--- config.mk ---
export PLATFORM = sky130hd
export DESIGN_NAME = rs_issue_scheduler
export DESIGN_NICKNAME = d
export VERILOG_FILES = /design/src/rtl/rs_issue_scheduler_pkg.sv /design/src/rtl/rs_issue_scheduler_issue_select.sv /design/src/rtl/rs_issue_scheduler.sv
export SDC_FILE = /design/constraint.sdc
export NUM_CORES = 1
export LEC_CHECK = 0
export ABC_AREA = 0
export BUFFER_PORTS_ARGS = -buffer_cell sky130_fd_sc_hd__buf_4
export CAP_MARGIN = 20
export CELL_PAD_IN_SITES_DETAIL_PLACEMENT = 1
export CELL_PAD_IN_SITES_GLOBAL_PLACEMENT = 2
export CORE_AREA = 2 2 255 257
export DETAILED_ROUTE_END_ITERATION = 12
export DIE_AREA = 0 0 257 259
export PLACE_DENSITY_LB_ADDON = 0.1
export SYNTH_ARGS = -nofsm -noshare
export SYNTH_HDL_FRONTEND = slang
export SYNTH_SLANG_ARGS = --single-unit
--- constraint.sdc ---
create_clock -name clk -period 21.5 [get_ports clk]
set_clock_uncertainty 0.1 [all_clocks]
set_input_delay 2.15 -clock clk [delete_from_list [all_inputs] [get_ports clk]]
set_output_delay 2.15 -clock clk [all_outputs]
set_load 0.005 [all_outputs]
--- src/rtl/rs_issue_scheduler_pkg.sv ---
// Types and constants shared by the issue scheduler and the reservation station.
// Build option: RS_AGE_PRIO_EN selects age priority instead of round-robin.
package rv32i_types;

  localparam int unsigned RS_SIZE  = 15;
  localparam int unsigned ROB_SIZE = 15;
  localparam int unsigned RS_IDXW  = $clog2(RS_SIZE);

  typedef logic [RS_IDXW-1:0] rs_idx_t;
  typedef logic [3:0]         rob_tag_t;

  typedef struct packed {
    logic    valid;
    rs_idx_t idx;
  } issue_req_t;

  // Distance from the ROB head; 5 bits because tag + ROB_SIZE can reach 29.
  function automatic logic [4:0] rob_age(input rob_tag_t tag, input rob_tag_t front);
    logic [4:0] s;
    s = {1'b0, tag} + 5'(ROB_SIZE) - {1'b0, front};
    if (s >= 5'(ROB_SIZE)) s = s - 5'(ROB_SIZE);
    return s;
  endfunction

endpackage

--- src/rtl/rs_issue_scheduler_issue_select.sv ---
// Combinational single-winner pick from an eligible mask.
// Build option: RS_AGE_PRIO_EN picks the smallest age instead of round-robin from a pointer.
module issue_select #(
  parameter int unsigned SIZE = 15,
  parameter int unsigned IDXW = 4
) (
  input  logic [SIZE-1:0]      i_mask,
`ifdef RS_AGE_PRIO_EN
  input  logic [SIZE-1:0][4:0] i_age,
`else
  input  logic [IDXW-1:0]      i_ptr,
`endif
  output logic [SIZE-1:0]      o_onehot,
  output logic [IDXW-1:0]      o_idx,
  output logic                 o_found
);

`ifdef RS_AGE_PRIO_EN
  // Strict less-than keeps the lowest index on equal ages.
  always_comb begin
    logic [4:0] best;
    o_onehot = '0;
    o_idx    = '0;
    o_found  = 1'b0;
    best     = '1;
    for (int unsigned i = 0; i < SIZE; i++) begin
      if (i_mask[i] && (!o_found || i_age[i] < best)) begin
        o_found     = 1'b1;
        best        = i_age[i];
        o_idx       = IDXW'(i);
        o_onehot    = '0;
        o_onehot[i] = 1'b1;
      end
    end
  end
`else
  always_comb begin
    int unsigned j;
    o_onehot = '0;
    o_idx    = '0;
    o_found  = 1'b0;
    j        = 0;
    for (int unsigned k = 0; k < SIZE; k++) begin
      j = (32'(i_ptr) + k) % SIZE;
      if (!o_found && i_mask[j]) begin
        o_found     = 1'b1;
        o_idx       = IDXW'(j);
        o_onehot[j] = 1'b1;
      end
    end
  end
`endif

endmodule

--- src/rtl/rs_issue_scheduler.sv ---
// Issue scheduler: one ALU and one CMP pick per cycle into valid/ready output registers.
// Build option: RS_AGE_PRIO_EN replaces round-robin with oldest-first (ROB age) priority.
module rs_issue_scheduler #(
  parameter int unsigned SIZE     = rv32i_types::RS_SIZE,
  parameter int unsigned ROB_SIZE = rv32i_types::ROB_SIZE,
  parameter int unsigned IDXW     = $clog2(SIZE)
) (
  input  logic                  clk,
  input  logic                  rst,
  input  logic                  flush_valid,
  input  logic [SIZE-1:0]       rs_ready,
  input  logic [SIZE-1:0]       rs_acu,
  input  logic [SIZE-1:0][3:0]  rs_tag,
  input  logic [3:0]            rob_front_tag,
  input  logic [SIZE-1:0]       rs_done,
  output logic                  alu_valid,
  output logic [IDXW-1:0]       alu_idx,
  input  logic                  alu_ready,
  output logic                  cmp_valid,
  output logic [IDXW-1:0]       cmp_idx,
  input  logic                  cmp_ready,
  output logic [SIZE-1:0]       issued,
  output logic [15:0]           stall_cycles
);
  import rv32i_types::*;

  issue_req_t       r_alu, r_cmp;
  logic [SIZE-1:0]  r_issued;
  logic [15:0]      r_stall;

  logic [SIZE-1:0]  w_elig_alu, w_elig_cmp;
  logic [SIZE-1:0]  w_oh_alu, w_oh_cmp, w_set;
  logic [IDXW-1:0]  w_idx_alu, w_idx_cmp;
  logic             w_found_alu, w_found_cmp;
  logic             w_ld_alu, w_ld_cmp, w_stall;

  assign w_elig_alu = rs_ready & ~r_issued & ~rs_done & ~rs_acu;
  assign w_elig_cmp = rs_ready & ~r_issued & ~rs_done &  rs_acu;
  assign w_ld_alu   = ~r_alu.valid | alu_ready;
  assign w_ld_cmp   = ~r_cmp.valid | cmp_ready;
  assign w_stall    = (r_alu.valid & ~alu_ready) | (r_cmp.valid & ~cmp_ready);
  assign w_set      = ((w_ld_alu & w_found_alu) ? w_oh_alu : '0)
                    | ((w_ld_cmp & w_found_cmp) ? w_oh_cmp : '0);

`ifdef RS_AGE_PRIO_EN
  logic [SIZE-1:0][4:0] w_age;

  always_comb begin
    w_age = '0;
    for (int unsigned i = 0; i < SIZE; i++) w_age[i] = rob_age(rs_tag[i], rob_front_tag);
  end

  issue_select #(.SIZE(SIZE), .IDXW(IDXW)) u_sel_alu (
    .i_mask(w_elig_alu), .i_age(w_age),
    .o_onehot(w_oh_alu), .o_idx(w_idx_alu), .o_found(w_found_alu));
  issue_select #(.SIZE(SIZE), .IDXW(IDXW)) u_sel_cmp (
    .i_mask(w_elig_cmp), .i_age(w_age),
    .o_onehot(w_oh_cmp), .o_idx(w_idx_cmp), .o_found(w_found_cmp));
`else
  logic [IDXW-1:0] r_alu_ptr, r_cmp_ptr;
  logic            w_unused;

  assign w_unused = ^{rs_tag, rob_front_tag};

  issue_select #(.SIZE(SIZE), .IDXW(IDXW)) u_sel_alu (
    .i_mask(w_elig_alu), .i_ptr(r_alu_ptr),
    .o_onehot(w_oh_alu), .o_idx(w_idx_alu), .o_found(w_found_alu));
  issue_select #(.SIZE(SIZE), .IDXW(IDXW)) u_sel_cmp (
    .i_mask(w_elig_cmp), .i_ptr(r_cmp_ptr),
    .o_onehot(w_oh_cmp), .o_idx(w_idx_cmp), .o_found(w_found_cmp));

  // Pointers survive flush; they only move on an actual grant.
  always_ff @(posedge clk or negedge rst) begin
    if (!rst) begin
      r_alu_ptr <= '0;
      r_cmp_ptr <= '0;
    end else if (!flush_valid) begin
      if (w_ld_alu && w_found_alu)
        r_alu_ptr <= (w_idx_alu == IDXW'(SIZE-1)) ? '0 : w_idx_alu + 1'b1;
      if (w_ld_cmp && w_found_cmp)
        r_cmp_ptr <= (w_idx_cmp == IDXW'(SIZE-1)) ? '0 : w_idx_cmp + 1'b1;
    end
  end
`endif

  always_ff @(posedge clk or negedge rst) begin
    if (!rst) begin
      r_alu    <= '0;
      r_cmp    <= '0;
      r_issued <= '0;
      r_stall  <= '0;
    end else begin
      if (w_stall && r_stall != '1) r_stall <= r_stall + 1'b1;
      if (flush_valid) begin
        r_alu.valid <= 1'b0;
        r_cmp.valid <= 1'b0;
        r_issued    <= '0;
      end else begin
        r_issued <= (r_issued | w_set) & ~rs_done;
        // A held request whose entry completes is dropped rather than issued stale.
        if (w_ld_alu) begin
          r_alu.valid <= w_found_alu;
          if (w_found_alu) r_alu.idx <= w_idx_alu;
        end else if (rs_done[r_alu.idx]) begin
          r_alu.valid <= 1'b0;
        end
        if (w_ld_cmp) begin
          r_cmp.valid <= w_found_cmp;
          if (w_found_cmp) r_cmp.idx <= w_idx_cmp;
        end else if (rs_done[r_cmp.idx]) begin
          r_cmp.valid <= 1'b0;
        end
      end
    end
  end

  assign alu_valid    = r_alu.valid;
  assign alu_idx      = r_alu.idx;
  assign cmp_valid    = r_cmp.valid;
  assign cmp_idx      = r_cmp.idx;
  assign issued       = r_issued;
  assign stall_cycles = r_stall;

endmodule

==> results of run 1 <==
cells in the mapped netlist (35+ instances only):
cell / count
sky130_fd_sc_hd__o22ai_1: 46
sky130_fd_sc_hd__nor4_1: 38
sky130_fd_sc_hd__nand2_1: 394
sky130_fd_sc_hd__a221oi_1: 35
sky130_fd_sc_hd__clkbuf_1: 143
sky130_fd_sc_hd__xnor2_1: 95
sky130_fd_sc_hd__a21oi_1: 221
sky130_fd_sc_hd__inv_1: 98
sky130_fd_sc_hd__and2_1: 38
sky130_fd_sc_hd__buf_2: 59
sky130_fd_sc_hd__nand2b_1: 46
sky130_fd_sc_hd__mux4_2: 47
sky130_fd_sc_hd__and3_1: 57
sky130_fd_sc_hd__nor3_1: 131
sky130_fd_sc_hd__nor2b_1: 43
sky130_fd_sc_hd__a211oi_1: 60
sky130_fd_sc_hd__mux2i_1: 127
sky130_fd_sc_hd__nand3_1: 139
sky130_fd_sc_hd__ha_1: 95
sky130_fd_sc_hd__dfrtp_1: 49
sky130_fd_sc_hd__o21ai_0: 171
sky130_fd_sc_hd__o211ai_1: 68
sky130_fd_sc_hd__nor2_1: 376
sky130_fd_sc_hd__a31oi_1: 58
sky130_fd_sc_hd__nand4_1: 60
sky130_fd_sc_hd__o221ai_1: 37
layer usage:
metal,GRT usage [%],vias up,routed length (um)
met5,0,-,53
met2,72.7,1900,69500
met3,8.26,653,12700
met4,38.2,8,16000
met1,51.3,16300,56400
li1,-,13900,-
cells in the final DEF, fill, tap and decap left out, types with 68 or more instances in the layout:
master / n
sky130_fd_sc_hd__buf_4: 201
sky130_fd_sc_hd__nor3_1: 131
sky130_fd_sc_hd__o211ai_1: 68
sky130_fd_sc_hd__xnor2_1: 95
sky130_fd_sc_hd__ha_1: 93
sky130_fd_sc_hd__a21oi_1: 221
sky130_fd_sc_hd__inv_1: 97
sky130_fd_sc_hd__nor2_1: 375
sky130_fd_sc_hd__nand3_1: 139
sky130_fd_sc_hd__nand2_1: 394
sky130_fd_sc_hd__o21ai_0: 170
sky130_fd_sc_hd__mux2i_1: 127
state kept, by name, indices dropped and copies added, names as in the netlist:
name / flops
stall_cycles: 16
issued: 15
alu_idx: 4
cmp_idx: 4
r_alu_ptr: 4
r_cmp_ptr: 4
alu_valid: 1
cmp_valid: 1
worst reg2reg max path, stage by stage, from the launching register on:
cell	delay, ns
sky130_fd_sc_hd__dfrtp_1	0.55
sky130_fd_sc_hd__clkinv_1	0.86
sky130_fd_sc_hd__ha_1	0.67
sky130_fd_sc_hd__a21oi_1	0.98
sky130_fd_sc_hd__clkinv_1	0.57
sky130_fd_sc_hd__ha_1	0.44
sky130_fd_sc_hd__nor3_1	0.23
sky130_fd_sc_hd__and2_1	0.26
sky130_fd_sc_hd__nand2_1	0.08
sky130_fd_sc_hd__o211ai_1	0.92
sky130_fd_sc_hd__o311ai_0	0.37
sky130_fd_sc_hd__clkbuf_2	0.25
sky130_fd_sc_hd__o211ai_1	0.28
sky130_fd_sc_hd__nand2_1	0.44
sky130_fd_sc_hd__o221ai_1	0.45
sky130_fd_sc_hd__nor4_1	0.17
sky130_fd_sc_hd__nand2_1	0.24
sky130_fd_sc_hd__o21ai_0	0.19
sky130_fd_sc_hd__a2111oi_0	0.59
sky130_fd_sc_hd__o31a_1	0.29
sky130_fd_sc_hd__o32ai_1	0.09
path summary, 6_finish.rpt:
kind | cells after the start | endpoint | slack [ns] | start
worst max-delay path | 20 | issued[2]$_DFF_PN0_ | 12.34 | r_alu_ptr[2]$_DFFE_PN0P_
worst min-delay path | 1 | stall_cycles[6]$_DFFE_PN0P_ | 0.44 | stall_cycles[6]$_DFFE_PN0P_
worst max register to register | 20 | issued[2]$_DFF_PN0_ | 12.34 | r_alu_ptr[2]$_DFFE_PN0P_
worst min register to register | 1 | stall_cycles[6]$_DFFE_PN0P_ | 0.44 | stall_cycles[6]$_DFFE_PN0P_
max in group asynchronous | 1 | r_alu_ptr[0]$_DFFE_PN0P_ | 18.99 | rst
min in group asynchronous | 1 | stall_cycles[8]$_DFFE_PN0P_ | 1.76 | rst
layout make-up:
type,count,share of cell area [%]
Antenna cell,3,0.0283
Clock buffer,5,0.472
Clock inverter,3,0.0802
Inverter,111,1.57
Multi-Input combinational cell,3197,83.4
Sequential cell,49,4.65
Tap cell,855,4.03
Timing Repair Buffer,205,5.77
stage by stage:
stage | cell area (um2) | hold WS [ns] | cells
finish | 26500 | 0.437 | 4428
global route | 26500 | 0.462 | 4426
floorplan | 24600 | 0.381 | 3605
detailed placement | 26300 | 0.422 | 4412
global placement | 26300 | 0.390 | 4411
CTS | 26500 | 0.436 | 4420
cell families (layout without fill, tap and decap cells):
logic type,after synthesis,after routing
other cells,0,3
simple gates,1593,1593
flops,49,49
xor+xnor,120,120
mux,200,200
fa+ha+maj,95,95
buf+inv,359,324
compound gates,1189,1189
==> summary.txt, run 1 <==
STA
----------------------------------------------------------------------------------------------------
Final-report max-slew violation count .................................................            0
Final Setup Violations ................................................................            0
Unrepaired setup endpoints after global routing .......................................           no
Worst-case setup margin in the final layout ...........................................     12.34 ns
Actual slew at the worst max-slew pin .................................................      1.26 ns
Final hold viol count .................................................................            0
Maximum clock rate ....................................................................      109 MHz
Setup_tns .............................................................................         0 ns
Post-route fraction of the period consumed by the critical path .......................        42.6%
Worst relative slew slack .............................................................        15.2%
Final worst path period need ..........................................................      9.16 ns

FINAL LAYOUT
----------------------------------------------------------------------------------------------------
Fraction of final layout cells sized beyond drive strength 1 ..........................        13.5%
Core occupancy in the finished layout .................................................        41.5%
Total Nets Final ......................................................................         3778
Combined flip-flop and latch cell area ................................................     1230 um2
Relative area change from synthesis to final layout ...................................        7.70%
Multi-input gate area .................................................................    22100 um2
Filler cell count .....................................................................         8190

PLACEMENT
----------------------------------------------------------------------------------------------------
IO Port Bufs ..........................................................................           90
Placer congestion estimate ............................................................         1.09
Placed wire-length estimate ...........................................................    119000 um
Dpl ws ................................................................................     12.61 ns

FLOORPLANNING
----------------------------------------------------------------------------------------------------
Die area ..............................................................................    66600 um2
Number of I/O pins ....................................................................          155
Initial Utilization ...................................................................        38.6%
Number of placement rows ..............................................................           93
Die outline height ....................................................................       259 um
Horiz. Die Dim ........................................................................       257 um
Core box area .........................................................................    63900 um2

GRT
----------------------------------------------------------------------------------------------------
Vias in the first global route ........................................................        32.5k
Wire length of the first global-routing pass ..........................................    224000 um
Remaining global-route overflow .......................................................            0
Largest net degree at the start of global routing .....................................           53
All-Layer GR Usage ....................................................................        44.9%
Initial antenna violation count .......................................................           10

CRITICAL PATH
----------------------------------------------------------------------------------------------------
Master of the slowest instance on the critical path ................................... sky130_fd_sc_hd__a21oi_1
Crit. End Element .....................................................................    flip-flop
Ordered cell list for the critical path ............................................... clkinv_1, ha_1, a21oi_1, clkinv_1, ha_1, nor3_1, and2_1, nand2_1, o211ai_1, o311ai_0, clkbuf_2, o211ai_1, nand2_1, o221ai_1, nor4_1, nand2_1, o21ai_0, a2111oi_0, o31a_1, o32ai_1
Count of buffer and inverter cells on the critical path ...............................            3
Cell family with the largest share of critical-path delay ............................. compound AO/OA/AOI/OAI gates
Required time worst endpoint ..........................................................     21.57 ns
Largest stage delay on the critical path ..............................................      0.98 ns
Cell occurring most often along the worst timing path ................................. sky130_fd_sc_hd__nand2_1
Signal arrival time at the worst endpoint .............................................      9.23 ns
Kind of start point of the critical path ..............................................    flip-flop
Crit Path Max Fanout ..................................................................           14
Startpoint-to-endpoint class of the critical path .....................................      reg2reg

CLOCK NETWORK
----------------------------------------------------------------------------------------------------
CTS root buffer ....................................................................... sky130_fd_sc_hd__clkbuf_16
Num CTS Buffers .......................................................................            5
Post-cts hold buffer count ............................................................            0
Number of instances resized during post-cts repair ....................................            0
Max Root-Sink Buffers .................................................................            2
Setup fix buffers added after clock tree synthesis ....................................            0
TritonCTS Sinks .......................................................................           49
Clk Latency, worst-skew pair ..........................................................      0.32 ns
CTS tree ..............................................................................          yes
Number of H-tree branching levels .....................................................            2
Clock-pin slew reported for the worst setup and hold paths after clock tree synthesis .      0.08 ns

SYNTH
----------------------------------------------------------------------------------------------------
Avg Inst Size Synth ...................................................................     6.83 um2
Fraction of the mapped netlist area in compound gates .................................        35.0%
Number of enable flip-flop cells after synthesis ......................................            0
Leading post-synthesis cells by cell area ............................................. sky130_fd_sc_hd__nand2_1 (6.0%), sky130_fd_sc_hd__nor2_1 (5.7%), sky130_fd_sc_hd__mux2i_1 (5.2%)
Number of warning messages in the yosys log ...........................................            0
Portion of synthesized cell area occupied by the leading cell type ....................        6.00%
Cell count after synthesis ............................................................         3605
Main combinational cell family by area after synthesis ................................ compound AO/OA/AOI/OAI gates
Fraction of synthesized area in multiplexers ..........................................        10.7%
Post-synth ARST share .................................................................         100%
Seq/Total Area, Yosys .................................................................        4.98%
Post-synthesis share of cell area spent on xor and xnor gates .........................        4.45%
Count of unique library cells instantiated by Yosys ...................................          138
Top_reg_cell synth .................................................................... sky130_fd_sc_hd__dfrtp_1
Summed instance area of the synthesized netlist .......................................    24600 um2
Syn nets ..............................................................................         3814
Post-synthesis adder-cell area fraction ...............................................        4.83%
Simple-gate share of the synthesized area .............................................        33.9%
Post-synth top area cell .............................................................. sky130_fd_sc_hd__nand2_1
Count of state elements after synthesis ...............................................           49

DRT
----------------------------------------------------------------------------------------------------
DRC violations left ...................................................................            0
Detailed-route wire length per cell ...................................................      34.9 um
DR vias ...............................................................................        32.7k
Antenna-violating nets left ...........................................................            0
Routed wire length ....................................................................    155000 um
First-pass iteration count of the detailed router .....................................            6
Initial DRC count .....................................................................         3672
Via count normalized by instance count ................................................         7.40

FLOW RUN
----------------------------------------------------------------------------------------------------
Max-cap violation count ...............................................................            0

MIN PATH
----------------------------------------------------------------------------------------------------
HP Class ..............................................................................      reg2reg

STATUS
----------------------------------------------------------------------------------------------------
Outcome ............................................................................... finished, final reports clean

Power of run 1 is left out: the tool's default activity adds up to more than one toggle a clock period on the data nets, which glitch-free logic cannot reach.
==> run 2: changes to the inputs <==
--- a/config.mk
+++ b/config.mk
@@ -10,9 +10,9 @@
 export CAP_MARGIN = 20
 export CELL_PAD_IN_SITES_DETAIL_PLACEMENT = 1
 export CELL_PAD_IN_SITES_GLOBAL_PLACEMENT = 2
-export CORE_AREA = 2 2 255 257
+export CORE_AREA = 2 2 262 264
 export DETAILED_ROUTE_END_ITERATION = 12
-export DIE_AREA = 0 0 257 259
+export DIE_AREA = 0 0 264 266
 export PLACE_DENSITY_LB_ADDON = 0.1
 export SYNTH_ARGS = -nofsm -noshare
 export SYNTH_HDL_FRONTEND = slang
==> constraint.sdc (replaced) <==
create_clock -name clk -period 9.3 [get_ports clk]
set_clock_uncertainty 0.1 [all_clocks]
set_input_delay 0.93 -clock clk [delete_from_list [all_inputs] [get_ports clk]]
set_output_delay 0.93 -clock clk [all_outputs]
set_load 0.005 [all_outputs]
==> summary.txt, run 2 (synthesis gave the netlist of run 1 again) <==
STATUS
----------------------------------------------------------------------------------------------------
Outcome ............................................................................... finished, final reports clean

FINAL LAYOUT
----------------------------------------------------------------------------------------------------
Total Nets Final ......................................................................         3803   +0.66%
Leading cell types in the layout, fill and taps excluded .............................. sky130_fd_sc_hd__nand2_1 (394), sky130_fd_sc_hd__nor2_1 (376), sky130_fd_sc_hd__buf_4 (229), sky130_fd_sc_hd__a21oi_1 (221), sky130_fd_sc_hd__o21ai_0 (171)
Most common cell after layout, fill and taps aside .................................... sky130_fd_sc_hd__nand2_1
Fraction of final layout cells sized beyond drive strength 1 ..........................        14.2%   +0.66 points
Filler cell count .....................................................................         8674   +5.9%
Number of flip-flops under the largest register name ..................................           16   unchanged
Relative area change from synthesis to final layout ...................................        8.59%

DRT
----------------------------------------------------------------------------------------------------
Initial DRC count .....................................................................         3189   -13%
DRC violations left ...................................................................            0   unchanged
Routed wire length ....................................................................    157000 um   +1.7%
Detailed-route wire length per cell ...................................................      35.1 um   +0.52%
Antenna-violating nets left ...........................................................            0   unchanged
Via count normalized by instance count ................................................         7.26   -1.8%
First-pass iteration count of the detailed router .....................................            5   -1
DR vias ...............................................................................        32.5k   -0.71%

FLOORPLANNING
----------------------------------------------------------------------------------------------------
Number of placement rows ..............................................................           96   +3.2%
Number of I/O pins ....................................................................          155   unchanged
Horiz. Die Dim ........................................................................       264 um   +2.7%
Initial Utilization ...................................................................        36.4%   -2.2 points
Core box area .........................................................................    67700 um2   +6.0%
Die outline height ....................................................................       266 um   +2.7%
Die area ..............................................................................    70200 um2   +5.5%

PLACEMENT
----------------------------------------------------------------------------------------------------
IO Port Bufs ..........................................................................           90   unchanged
Placed wire-length estimate ...........................................................    124000 um   +3.6%
Placer congestion estimate ............................................................         1.10   +0.69%

CLOCK NETWORK
----------------------------------------------------------------------------------------------------
CTS tree ..............................................................................          yes
CTS root buffer ....................................................................... sky130_fd_sc_hd__clkbuf_16
Number of H-tree branching levels .....................................................            2   unchanged
Setup fix buffers added after clock tree synthesis ....................................            0   unchanged
Clock-pin slew reported for the worst setup and hold paths after clock tree synthesis .      0.09 ns   about the same
TritonCTS Sinks .......................................................................           49   unchanged
Number of instances resized during post-cts repair ....................................            0   unchanged
Max Root-Sink Buffers .................................................................            2   unchanged
Clk Latency, worst-skew pair ..........................................................      0.31 ns   about the same
Num CTS Buffers .......................................................................            5   unchanged
Post-cts hold buffer count ............................................................            0   unchanged

STA
----------------------------------------------------------------------------------------------------
Final-report max-slew violation count .................................................            0   unchanged
Worst relative slew slack .............................................................        21.9%   +6.8 points
Maximum clock rate ....................................................................      115 MHz   +5.5%
Post-route fraction of the period consumed by the critical path .......................        93.4%   +51 points
Final Setup Violations ................................................................            0   unchanged
Setup_tns .............................................................................         0 ns   unchanged
Unrepaired setup endpoints after global routing .......................................           no
Actual slew at the worst max-slew pin .................................................      1.17 ns   -0.0940 ns
Final hold viol count .................................................................            0   unchanged
Final worst path period need ..........................................................      8.68 ns   -0.478 ns

CRITICAL PATH
----------------------------------------------------------------------------------------------------
Kind of start point of the critical path ..............................................    flip-flop
Crit Path Max Fanout ..................................................................           21   +7
Cell occurring most often along the worst timing path ................................. sky130_fd_sc_hd__buf_4
Required time worst endpoint ..........................................................      9.35 ns   -12.22 ns
Ordered cell list for the critical path ............................................... buf_4, ha_1, xnor2_1, inv_1, and3_1, ha_1, o221ai_1, nor3b_2, or2_1, a21oi_1, o31ai_1, a21oi_1, and3b_2, o21ai_2, buf_4, or4_1, nor2_1, a2111oi_0, buf_4, o221ai_1, o41ai_1, a311oi_2
Count of buffer and inverter cells on the critical path ...............................            4   +1
Signal arrival time at the worst endpoint .............................................      8.74 ns   -0.49 ns
Largest stage delay on the critical path ..............................................      0.93 ns   -0.05 ns
Cell family with the largest share of critical-path delay ............................. compound AO/OA/AOI/OAI gates
Startpoint-to-endpoint class of the critical path .....................................      reg2reg
Crit. End Element .....................................................................    flip-flop
Master of the slowest instance on the critical path ................................... sky130_fd_sc_hd__o41ai_1

GRT
----------------------------------------------------------------------------------------------------
Wire length of the first global-routing pass ..........................................    226000 um   +0.62%
Fraction of met1 tracks used by global routing ........................................        48.9%   -2.4 points
Remaining global-route overflow .......................................................            0   unchanged
Vias in the first global route ........................................................        32.1k   -1.2%
Largest net degree at the start of global routing .....................................           94   +77%
M2 GR Usage ...........................................................................        71.2%   -1.6 points
Initial antenna violation count .......................................................            6   -4
M3 GR Usage ...........................................................................        5.82%   -2.4 points
Most Used Layer, Global Route .........................................................         met2
All-Layer GR Usage ....................................................................        43.1%   -1.8 points

MIN PATH
----------------------------------------------------------------------------------------------------
HP Class ..............................................................................      reg2reg

FLOW RUN
----------------------------------------------------------------------------------------------------
Max-cap violation count ...............................................................            0   unchanged

-- run 2: cell types whose count changed in the layout (fill, tap and decap cells not counted), sizes merged --
cell	before	now
buf	202	230
clkinvlp	1	0
diode	3	1
inv	108	109
clkbuf	8	5
-- run 2: cell type report --
type | count | area (um2) | area share [%]
well taps | 882 | 1100 | 4.13
inverters | 111 | 417 | 1.56
clock inverters | 3 | 28.8 | 0.108
multi-input cells | 3197 | 22100 | 82.6
diodes | 1 | 2.50 | 0.00935
repair buffers | 230 | 1740 | 6.50
clock buffers | 5 | 125 | 0.468
flip-flops and latches | 49 | 1230 | 4.61
-- run 2: worst paths after layout --
path,from,to,slack (ns),cells after the start
max,r_cmp_ptr[1]$_DFFE_PN0P_,issued[10]$_DFF_PN0_,0.62,22
min,stall_cycles[11]$_DFFE_PN0P_,stall_cycles[11]$_DFFE_PN0P_,0.43,1
max reg2reg,r_cmp_ptr[1]$_DFFE_PN0P_,issued[10]$_DFF_PN0_,0.62,22
min reg2reg,stall_cycles[11]$_DFFE_PN0P_,stall_cycles[11]$_DFFE_PN0P_,0.43,1
max in group asynchronous,rst,r_alu_ptr[0]$_DFFE_PN0P_,7.99,1
min in group asynchronous,rst,r_cmp_ptr[0]$_DFFE_PN0P_,0.54,1
-- run 2: routing by layer --
metal | part of all wire, % | vias to the layer above | wire length (um)
met2 | 46 | 1711 | 71700
met5 | 0.027 | - | 42
li1 | - | 13900 | -
met4 | 11 | 6 | 16800
met1 | 37 | 16200 | 57900
met3 | 6.8 | 633 | 10600
-- run 2: worst register-to-register path, cell delays in order (launching register included) --
cell and delay, ns:
sky130_fd_sc_hd__dfrtp_1 0.37, sky130_fd_sc_hd__buf_4 0.24, sky130_fd_sc_hd__ha_1 0.27, sky130_fd_sc_hd__xnor2_1 0.74
sky130_fd_sc_hd__inv_1 0.48, sky130_fd_sc_hd__and3_1 0.36, sky130_fd_sc_hd__ha_1 0.30, sky130_fd_sc_hd__o221ai_1 0.23
sky130_fd_sc_hd__nor3b_2 0.37, sky130_fd_sc_hd__or2_1 0.51, sky130_fd_sc_hd__a21oi_1 0.16, sky130_fd_sc_hd__o31ai_1 0.69
sky130_fd_sc_hd__a21oi_1 0.32, sky130_fd_sc_hd__and3b_2 0.35, sky130_fd_sc_hd__o21ai_2 0.07, sky130_fd_sc_hd__buf_4 0.29
sky130_fd_sc_hd__or4_1 0.31, sky130_fd_sc_hd__nor2_1 0.10, sky130_fd_sc_hd__a2111oi_0 0.68, sky130_fd_sc_hd__buf_4 0.22
sky130_fd_sc_hd__o221ai_1 0.23, sky130_fd_sc_hd__o41ai_1 0.93, sky130_fd_sc_hd__a311oi_2 0.22
-- run 2: metrics by stage --
step                instances  hold slack [ns]  area [um2]  utilization [%]  setup WS (ns)
finish                   4478            0.427       26700             39.5          0.616
detailed placement       4467            0.411       26600             39.2           1.02
global placement         4467            0.386       26600             39.2           1.30
global route             4477            0.456       26700             39.5          0.401
CTS                      4475            0.427       26700             39.5          0.974
floorplan                3605            0.381       24600                -         0.0779
Power of run 2 is left out for the same reason.
